**src/rtl/compress_rr_sched.sv**
```systemverilog
// Round-robin scheduler sharing one INT8 saturating re-quantiser between N_LANE accumulator lanes.
// Optional macro SAT_STATS_EN adds o_sat_cnt (per-batch count of clipped results delivered).
module compress_rr_sched #(
  parameter int N_LANE    = 4,
  parameter int SUM_WIDTH = 20,
  parameter int ID_W      = 2,
  parameter int BATCH     = 16
) (
  input  logic                        i_clk,
  input  logic                        i_rst_n,
  input  logic [N_LANE-1:0]           i_req,
  input  logic [N_LANE*SUM_WIDTH-1:0] i_sum_in,
  output logic [N_LANE-1:0]           o_gnt,
  output logic                        o_out_valid,
  input  logic                        i_out_ready,
  output logic [7:0]                  o_out_data,
  output logic [ID_W-1:0]             o_out_id,
  output logic                        o_out_sat,
`ifdef SAT_STATS_EN
  output logic [15:0]                 o_sat_cnt,
`endif
  output logic                        o_batch_done
);

  localparam int CNT_W = $clog2(BATCH + 1);
  localparam int HI_W  = SUM_WIDTH - 8;
  localparam logic signed [HI_W-1:0] HI_MAX = HI_W'(127);
  localparam logic signed [HI_W-1:0] HI_MIN = HI_W'(-128);

  logic                 r_valid;
  logic [7:0]           r_data;
  logic [ID_W-1:0]      r_id;
  logic                 r_sat;
  logic [ID_W-1:0]      r_ptr;
  logic [CNT_W-1:0]     r_cnt;
  logic                 r_batch_done;

  logic                 w_accept;
  logic                 w_hs;
  logic                 w_found;
  logic [ID_W-1:0]      w_idx;
  logic [N_LANE-1:0]    w_gnt;
  logic [SUM_WIDTH-1:0] w_sum;
  logic signed [HI_W-1:0] w_hi;
  logic [7:0]           w_data;
  logic                 w_sat;
  logic                 w_unused;

  // Single output register: a new result may enter whenever the old one leaves this cycle.
  assign w_accept = ~r_valid | i_out_ready;
  assign w_hs     = r_valid & i_out_ready;

  always_comb begin
    w_found = 1'b0;
    w_idx   = '0;
    if (w_accept) begin
      for (int k = 1; k <= N_LANE; k++) begin
        if (!w_found && i_req[(int'(r_ptr) + k) % N_LANE]) begin
          w_found = 1'b1;
          w_idx   = ID_W'((int'(r_ptr) + k) % N_LANE);
        end
      end
    end
    w_gnt = w_found ? (N_LANE'(1) << w_idx) : '0;
  end

  assign w_sum    = i_sum_in[int'(w_idx)*SUM_WIDTH +: SUM_WIDTH];
  assign w_hi     = w_sum[SUM_WIDTH-1:8];
  assign w_unused = ^w_sum[7:0];

  // Low byte is dropped outright, so negative values floor rather than round.
  always_comb begin
    w_data = w_sum[15:8];
    w_sat  = 1'b0;
    if (w_hi > HI_MAX) begin
      w_data = 8'h7F;
      w_sat  = 1'b1;
    end else if (w_hi < HI_MIN) begin
      w_data = 8'h80;
      w_sat  = 1'b1;
    end
  end

  always_ff @(posedge i_clk or negedge i_rst_n) begin
    if (!i_rst_n) begin
      r_valid <= 1'b0;
      r_data  <= '0;
      r_id    <= '0;
      r_sat   <= 1'b0;
      r_ptr   <= ID_W'(N_LANE - 1);
    end else if (w_found) begin
      r_valid <= 1'b1;
      r_data  <= w_data;
      r_id    <= w_idx;
      r_sat   <= w_sat;
      r_ptr   <= w_idx;
    end else if (w_hs) begin
      r_valid <= 1'b0;
    end
  end

  always_ff @(posedge i_clk or negedge i_rst_n) begin
    if (!i_rst_n) begin
      r_cnt        <= '0;
      r_batch_done <= 1'b0;
    end else begin
      r_batch_done <= 1'b0;
      if (w_hs) begin
        if (r_cnt == CNT_W'(BATCH - 1)) begin
          r_cnt        <= '0;
          r_batch_done <= 1'b1;
        end else begin
          r_cnt <= r_cnt + 1'b1;
        end
      end
    end
  end

`ifdef SAT_STATS_EN
  logic [15:0] r_sat_cnt;

  // A clipped result delivered on the batch_done cycle belongs to the new batch.
  always_ff @(posedge i_clk or negedge i_rst_n) begin
    if (!i_rst_n) begin
      r_sat_cnt <= '0;
    end else if (r_batch_done) begin
      r_sat_cnt <= (w_hs && r_sat) ? 16'd1 : 16'd0;
    end else if (w_hs && r_sat && (r_sat_cnt != 16'hFFFF)) begin
      r_sat_cnt <= r_sat_cnt + 16'd1;
    end
  end

  assign o_sat_cnt = r_sat_cnt;
`endif

  assign o_gnt        = w_gnt;
  assign o_out_valid  = r_valid;
  assign o_out_data   = r_data;
  assign o_out_id     = r_id;
  assign o_out_sat    = r_sat;
  assign o_batch_done = r_batch_done;

endmodule
```
**config.mk**
```make
export PLATFORM = sky130hd
export DESIGN_NAME = compress_rr_sched
export DESIGN_NICKNAME = d
export VERILOG_FILES = /design/src/rtl/compress_rr_sched.sv
export SDC_FILE = /design/constraint.sdc
export NUM_CORES = 1
export LEC_CHECK = 0
export CAP_MARGIN = 20
export CORE_UTILIZATION = 35
export CTS_CLUSTER_SIZE = 28
export DETAILED_ROUTE_END_ITERATION = 10
export PLACE_DENSITY = 0.83
export SETUP_SLACK_MARGIN = 0.4
export SYNTH_ARGS = -nofsm -noshare
export SYNTH_HDL_FRONTEND = slang
export SYNTH_SLANG_ARGS = --single-unit
```
**constraint.sdc**
```tcl
create_clock -name i_clk -period 3.2 [get_ports i_clk]
set_clock_uncertainty 0.2 [all_clocks]
set_input_delay 0.64 -clock i_clk [delete_from_list [all_inputs] [get_ports i_clk]]
set_output_delay 0.64 -clock i_clk [all_outputs]
set_load 0.02 [all_outputs]
```
==> flow_summary.toml, run 1 <==
[logic_synthesis]
synth_top_area_cell = "dfrtp_1"
netlist_instances = 191
synthesis.nets = 279
yosysTopAreaCellShare_pct = 30.2
synth_flop_cell = "dfrtp_1"
synth_area_leaders = "dfrtp_1, nand2_1, nor2_1"
post_synth.cell_area_avg_um2 = 7.82
async_reset_ff_share_pct = 100
synth-seq-area-share_pct = 33.7
yosys_warnings = 0
synth-seq-cells = 20
synth_edf_count = 0
ys_types = 41
netlist_area_um2 = 1490

[clock_tree]
cts_tree = "done"
numCtsBuffers = 3
clk_latency_ns = 0.26
hold_buffers = 0
cts.htree.levels = 1
ctsLongestPathBuffers = 2
clk_pin_slew_ns = 0.07
clock_sinks = 20
clock-root-buffer = "clkbuf_8"

[critical_path]
critical_path_class = "register to output port"
cp.required_ns = 2.36
path_delay_family = "flip-flops"
cp-startpoint = "r_ptr[1]"
critPathMaxFanout = 6
r2r_end = "o_out_sat"
r2r_slack_ns = 0.48
arrival_ns = 1.95
crit_buf_inv = 3
crit_slowest_cell = "dfstp_2"
r2r_cells = 11
worstReg2RegStart = "r_ptr[1]"
crit_end = "o_gnt[0]"
end_kind = "output port"
worstPathCellList = "nand2b_4 -> nor3b_2 -> buf_4 -> o311ai_4 -> buf_6 -> nand2b_4 -> nor2_4 -> buf_6"
critPathLaunchType = "register"
cpPeakStageDelay_ns = 0.59
worst-path-stages = 8

[finish]
drive_above_1_share_pct = 27.6
area_growth_pct = 85.2
layout_commonest_cell = "clkdlybuf4s50_1"
fin_nets = 382
antenna_cells = 0
final_cell_mix = "clkdlybuf4s50_1, nand2_1, buf_4, nor2_1, dfrtp_1"

[drt]
routed.top_layer = "met4"
m1WireLength_um = 2130
vias_per_cell = 5.13
drc_errors = 0
first_pass_iters = 4
ant_nets = 0
vias = 1760
wl_met3_um = 315
wl_met2_um = 2480
drt-wirelength-per-cell_um = 14.5
wl_um = 4960
dr.first_iter.drc_count = 62

[floorplanning]
die_x_um = 67.3
fp.coreArea_um2 = 4060
rows = 23
initial_core_util_pct = 36.8
io_pins = 104
dieArea_um2 = 4530
die_h_um = 67.3

[placed_design]
gp_congestion = 0.812
place_hpwl_um = 3370
preCtsSetupSlack_ns = -0.517
numPortBuffers = 71

[grt]
grt_pass1_vias = 1676
grt_max_degree = 24
antenna_found_initial = 0
overflow = 0
grtUsageTotal_pct = 21.3
grt_pass1_wl_um = 7380

[timing]
period_needed_ns = 2.79
hold_viol = 0
rsz0062_at_grt = "yes"
report.final.slew_viol_count = 0
setup_ws_ns = 0.407
finalCritPeriodShare_pct = 87.3
tightest_slew_ns = 0.878
fmax_mhz = 358
setup_viol = 0
relSlewSlack_pct = 41.3

[pwr]
power_mw = 1.67
peakVddDrop_mv = 0.427
leakagePower_nw = 1.20
power.density_nw_per_um2 = 605

[job]
max_cap_violations = 0

[status]
status = "complete, no violations"

[hold_path]
hold_class = "register to register"
metal layers:
layer / vias up / global-route usage (%)
li1: 884 / -
met1: 815 / 25.7
met2: 57 / 38.0
met3: 4 / 4.22
met4: 0 / 5.85
met5: - / 0
cell families (layout without fill, tap and decap cells):
logic type      count (synthesis)  after routing  synth area share, %
flops                          20             20                 33.7
simple gates                  109            109                 32.4
fa+ha+maj                       1              1                0.838
buf+inv                        14            116                 5.95
mux                             2              2                 1.42
compound gates                 44             44                 25.1
xor+xnor                        1              1                0.587
report_power, final:
part           internal [mW]  switching (mW)  total [mW]
Combinational          0.514           0.490        1.00
Sequential             0.347          0.0737       0.421
Clock                  0.167          0.0799       0.247
sequential cells by signal, summed over array words and instances, names as in the netlist:
signal        cells
o_out_data        8
r_cnt             5
o_out_id          2
r_ptr             2
o_batch_done      1
o_out_sat         1
o_out_valid       1
cell type report:
cell class	instances	area, um^2
repair buffers	110	1050
well taps	50	62.6
fillers	324	1290
clock inverters	1	30.0
clock buffers	3	41.3
inverters	2	7.51
flip-flops and latches	20	503
multi-input cells	157	1070
worst min path at each step:
stage | from | end | depth (start not counted)
floorplan | i_rst_n | o_batch_done | 0
global placement | r_cnt[4] | o_batch_done | 1
detailed placement | r_cnt[4] | o_batch_done | 1
CTS | r_cnt[4] | o_batch_done | 1
global route | r_cnt[4] | o_batch_done | 1
finish | r_cnt[4] | o_batch_done | 1
metrics by stage:
step	hold WS (ns)	cell area [um^2]	utilization (%)	cells	TNS [ns]
6_report	0.264	2760	68.1	343	0
5_1_grt	0.301	2760	68.1	343	0
4_1_cts	0.267	2720	67.1	341	0
3_5_place_dp	0.256	2460	60.6	327	-5.59
3_3_place_gp	0.247	2460	60.6	327	-5.23
2_1_floorplan	0.144	1550	-	191	0
synthesized netlist by cell type, types with 2 or more instances:
cell	count
nor2b_1	3
nand3_1	11
o21ai_0	10
clkbuf_1	5
and4_1	2
nor3_1	4
a211o_1	3
a32oi_2	4
buf_4	2
dfstp_2	2
o311ai_1	9
nor3b_1	2
buf_6	2
a21o_1	2
nor2_1	29
a21oi_1	7
inv_1	2
nand2_1	49
dfrtp_1	18
nand2b_1	3
buf_2	2
what timing repair did:
action	4_1_cts	5_1_grt
pin swaps	16	3
cloned	1	0
hold endpoints to repair	0	0
resized for setup	51	13
buffers inserted	9	2
endpoints found under the setup margin	13	12
(Power assumes the default switching activity.)
==> inputs of run 2 (changes only) <==
--- a/config.mk
+++ b/config.mk
@@ -7,7 +7,7 @@
 export LEC_CHECK = 0
 export CAP_MARGIN = 20
 export CORE_UTILIZATION = 35
-export CTS_CLUSTER_SIZE = 28
+export CTS_CLUSTER_SIZE = 20
 export DETAILED_ROUTE_END_ITERATION = 10
 export PLACE_DENSITY = 0.83
 export SETUP_SLACK_MARGIN = 0.4
==> results of run 2 <==
No change in the layout: final DEF, timing and power equal those of run 1.
==> inputs of run 3 (changes only) <==
--- a/config.mk
+++ b/config.mk
@@ -6,6 +6,7 @@
 export NUM_CORES = 1
 export LEC_CHECK = 0
 export CAP_MARGIN = 20
+export CORE_ASPECT_RATIO = 0.75
 export CORE_UTILIZATION = 35
 export CTS_CLUSTER_SIZE = 20
 export DETAILED_ROUTE_END_ITERATION = 10
==> run 3 against run 2 <==
Final cell count grew 0.87%. Final area grew 6.1%. Sequential power is essentially flat. Clock power grew 3%. Maximum frequency shrank 1.1%. Non-clock buffer count shrank 2. Register-to-register slack lost 0.11 ns. Power grew 9.6%. Highest routed layer unchanged.
==> flow_summary.toml, run 3 (synthesis gave the netlist of run 1 again) <==
[status]
status = "complete, no violations"

[critical_path]
critPathMaxFanout = 7
cp.required_ns = 3.17
r2r_cells = 12
critPathLaunchType = "register"
worst-path-stages = 12
crit_end = "o_out_data[5]"
crit_buf_inv = 5
r2r_slack_ns = 0.37
path_delay_family = "compound AO/OA/AOI/OAI gates"
worstPathCellList = "nand2b_4 -> nor3b_2 -> buf_4 -> o311ai_4 -> buf_6 -> buf_12 -> a21oi_4 -> a32oi_2 -> buf_4 -> a41oi_4 -> buf_12 -> o311ai_2"
critical_path_class = "register to register"
end_kind = "register"
r2r_end = "o_out_data[5]"
crit_slowest_cell = "dfstp_2"
cp-startpoint = "r_ptr[1]"
cpPeakStageDelay_ns = 0.63
worstReg2RegStart = "r_ptr[1]"
arrival_ns = 2.79

[timing]
setup_viol = 0
fmax_mhz = 354
tightest_slew_ns = 0.885
hold_viol = 0
period_needed_ns = 2.83
setup_tns_ns = 0
rsz0062_at_grt = "yes"
report.final.slew_viol_count = 0
finalCritPeriodShare_pct = 88.3
relSlewSlack_pct = 40.8

[clock_tree]
ctsLongestPathBuffers = 2
numCtsBuffers = 3
hold_buffers = 0
cts.htree.levels = 1
clk_latency_ns = 0.27
cts_tree = "done"
clock-root-buffer = "clkbuf_8"
clk_pin_slew_ns = 0.08
clock_sinks = 20

[floorplanning]
rows = 20
die_x_um = 77.4
initial_core_util_pct = 36.6
fp.coreArea_um2 = 4080
io_pins = 104
dieArea_um2 = 4530
die_h_um = 58.6

[finish]
final_cell_mix = "clkdlybuf4s50_1, nand2_1, nor2_1, buf_4, dfrtp_1"
utilization_pct = 71.9
area_growth_pct = 96.5
layout_commonest_cell = "clkdlybuf4s50_1"
fin_nets = 380
fin_area_um2 = 2930
drive_above_1_share_pct = 30.6
antenna_cells = 0
largest_register_ffs = 8

[hold_path]
hold_depth = 1
hold_class = "register to register"

[pwr]
combPwrFrac_pct = 63.0
switching_power_mw = 0.726
internal-power_mw = 1.11
leakagePower_nw = 1.23
p_sw_share_pct = 39.6
pwr-share-clk_pct = 13.9
power.density_nw_per_um2 = 625
seqPwrFrac_pct = 23.1
peakVddDrop_mv = 0.393

[drt]
drc_errors = 0
vias_per_cell = 5.12
dr.first_iter.drc_count = 40
wl_um = 5230
vias = 1771
first_pass_iters = 4
drt-wirelength-per-cell_um = 15.1
ant_nets = 0

[grt]
antenna_found_initial = 0
overflow = 0
grt_pass1_vias = 1630
grtUsageTotal_pct = 20.8
grt_max_degree = 25
grt_pass1_wl_um = 7490

[placed_design]
postPlaceCellArea_um2 = 2420
gp_congestion = 0.772
numPortBuffers = 71
place_hpwl_um = 3160

[job]
max_cap_violations = 0
-- run 3: cell count changes in the layout (fill, tap and decap cells not counted), sizes merged --
cell           before  now
clkbuf              4    7
bufbuf              1    0
buf                44   40
clkdlybuf4s15       0    1
dlygate4sd2         2    1
-- run 3: area by class of cell --
class | count | area (um^2)
well taps | 55 | 68.8
clock buffers | 3 | 41.3
inverters | 2 | 7.51
fillers | 311 | 1150
multi-input cells | 157 | 1180
flip-flops and latches | 20 | 503
clock inverters | 1 | 30.0
repair buffers | 108 | 1100
-- run 3: worst min path at each step --
stage,start,endpoint,slack (ns)
after floorplan,i_rst_n,o_batch_done,0.14
after global placement,r_cnt[4],o_batch_done,0.25
after detailed placement,r_cnt[4],o_batch_done,0.25
after CTS,r_cnt[4],o_batch_done,0.26
after global routing,o_out_id[1],o_out_id[1],0.30
final,r_cnt[4],o_batch_done,0.27
-- run 3: layer usage --
layer	vias up	track usage [%]	routed length (um)
li1	880	-	-
met1	834	26.4	2320
met2	50	35.0	2590
met3	7	4.65	257
met4	0	8.09	61
met5	-	0	0
-- run 3: repair_timing --
| item | 4_1_cts | 5_1_grt |
|---|---|---|
| pin swaps | 12 | 20 |
| cloned | 0 | 3 |
| setup endpoints to repair | 13 | 12 |
| resized for setup | 52 | 37 |
| setup buffers | 6 | 5 |
-- run 3: power groups by stage --
stage / Clock, mW / Sequential [mW] / Combinational (mW)
2_1_floorplan: 0 / 0.469 / 0.447
3_3_place_gp: 0 / 0.422 / 0.800
3_5_place_dp: 0 / 0.421 / 0.818
4_1_cts: 0.259 / 0.418 / 0.914
5_1_grt: 0.265 / 0.434 / 1.22
6_report: 0.255 / 0.424 / 1.15
-- run 3: stage by stage --
step | total power, mW | setup WS, ns | hold slack [ns] | cells
after detailed placement | 1.24 | -0.547 | 0.250 | 328
after global placement | 1.22 | -0.483 | 0.246 | 328
after floorplan | 0.916 | 0.413 | 0.144 | 191
final | 1.83 | 0.375 | 0.266 | 346
after CTS | 1.59 | 0.405 | 0.261 | 338
after global routing | 1.92 | 0.319 | 0.296 | 346
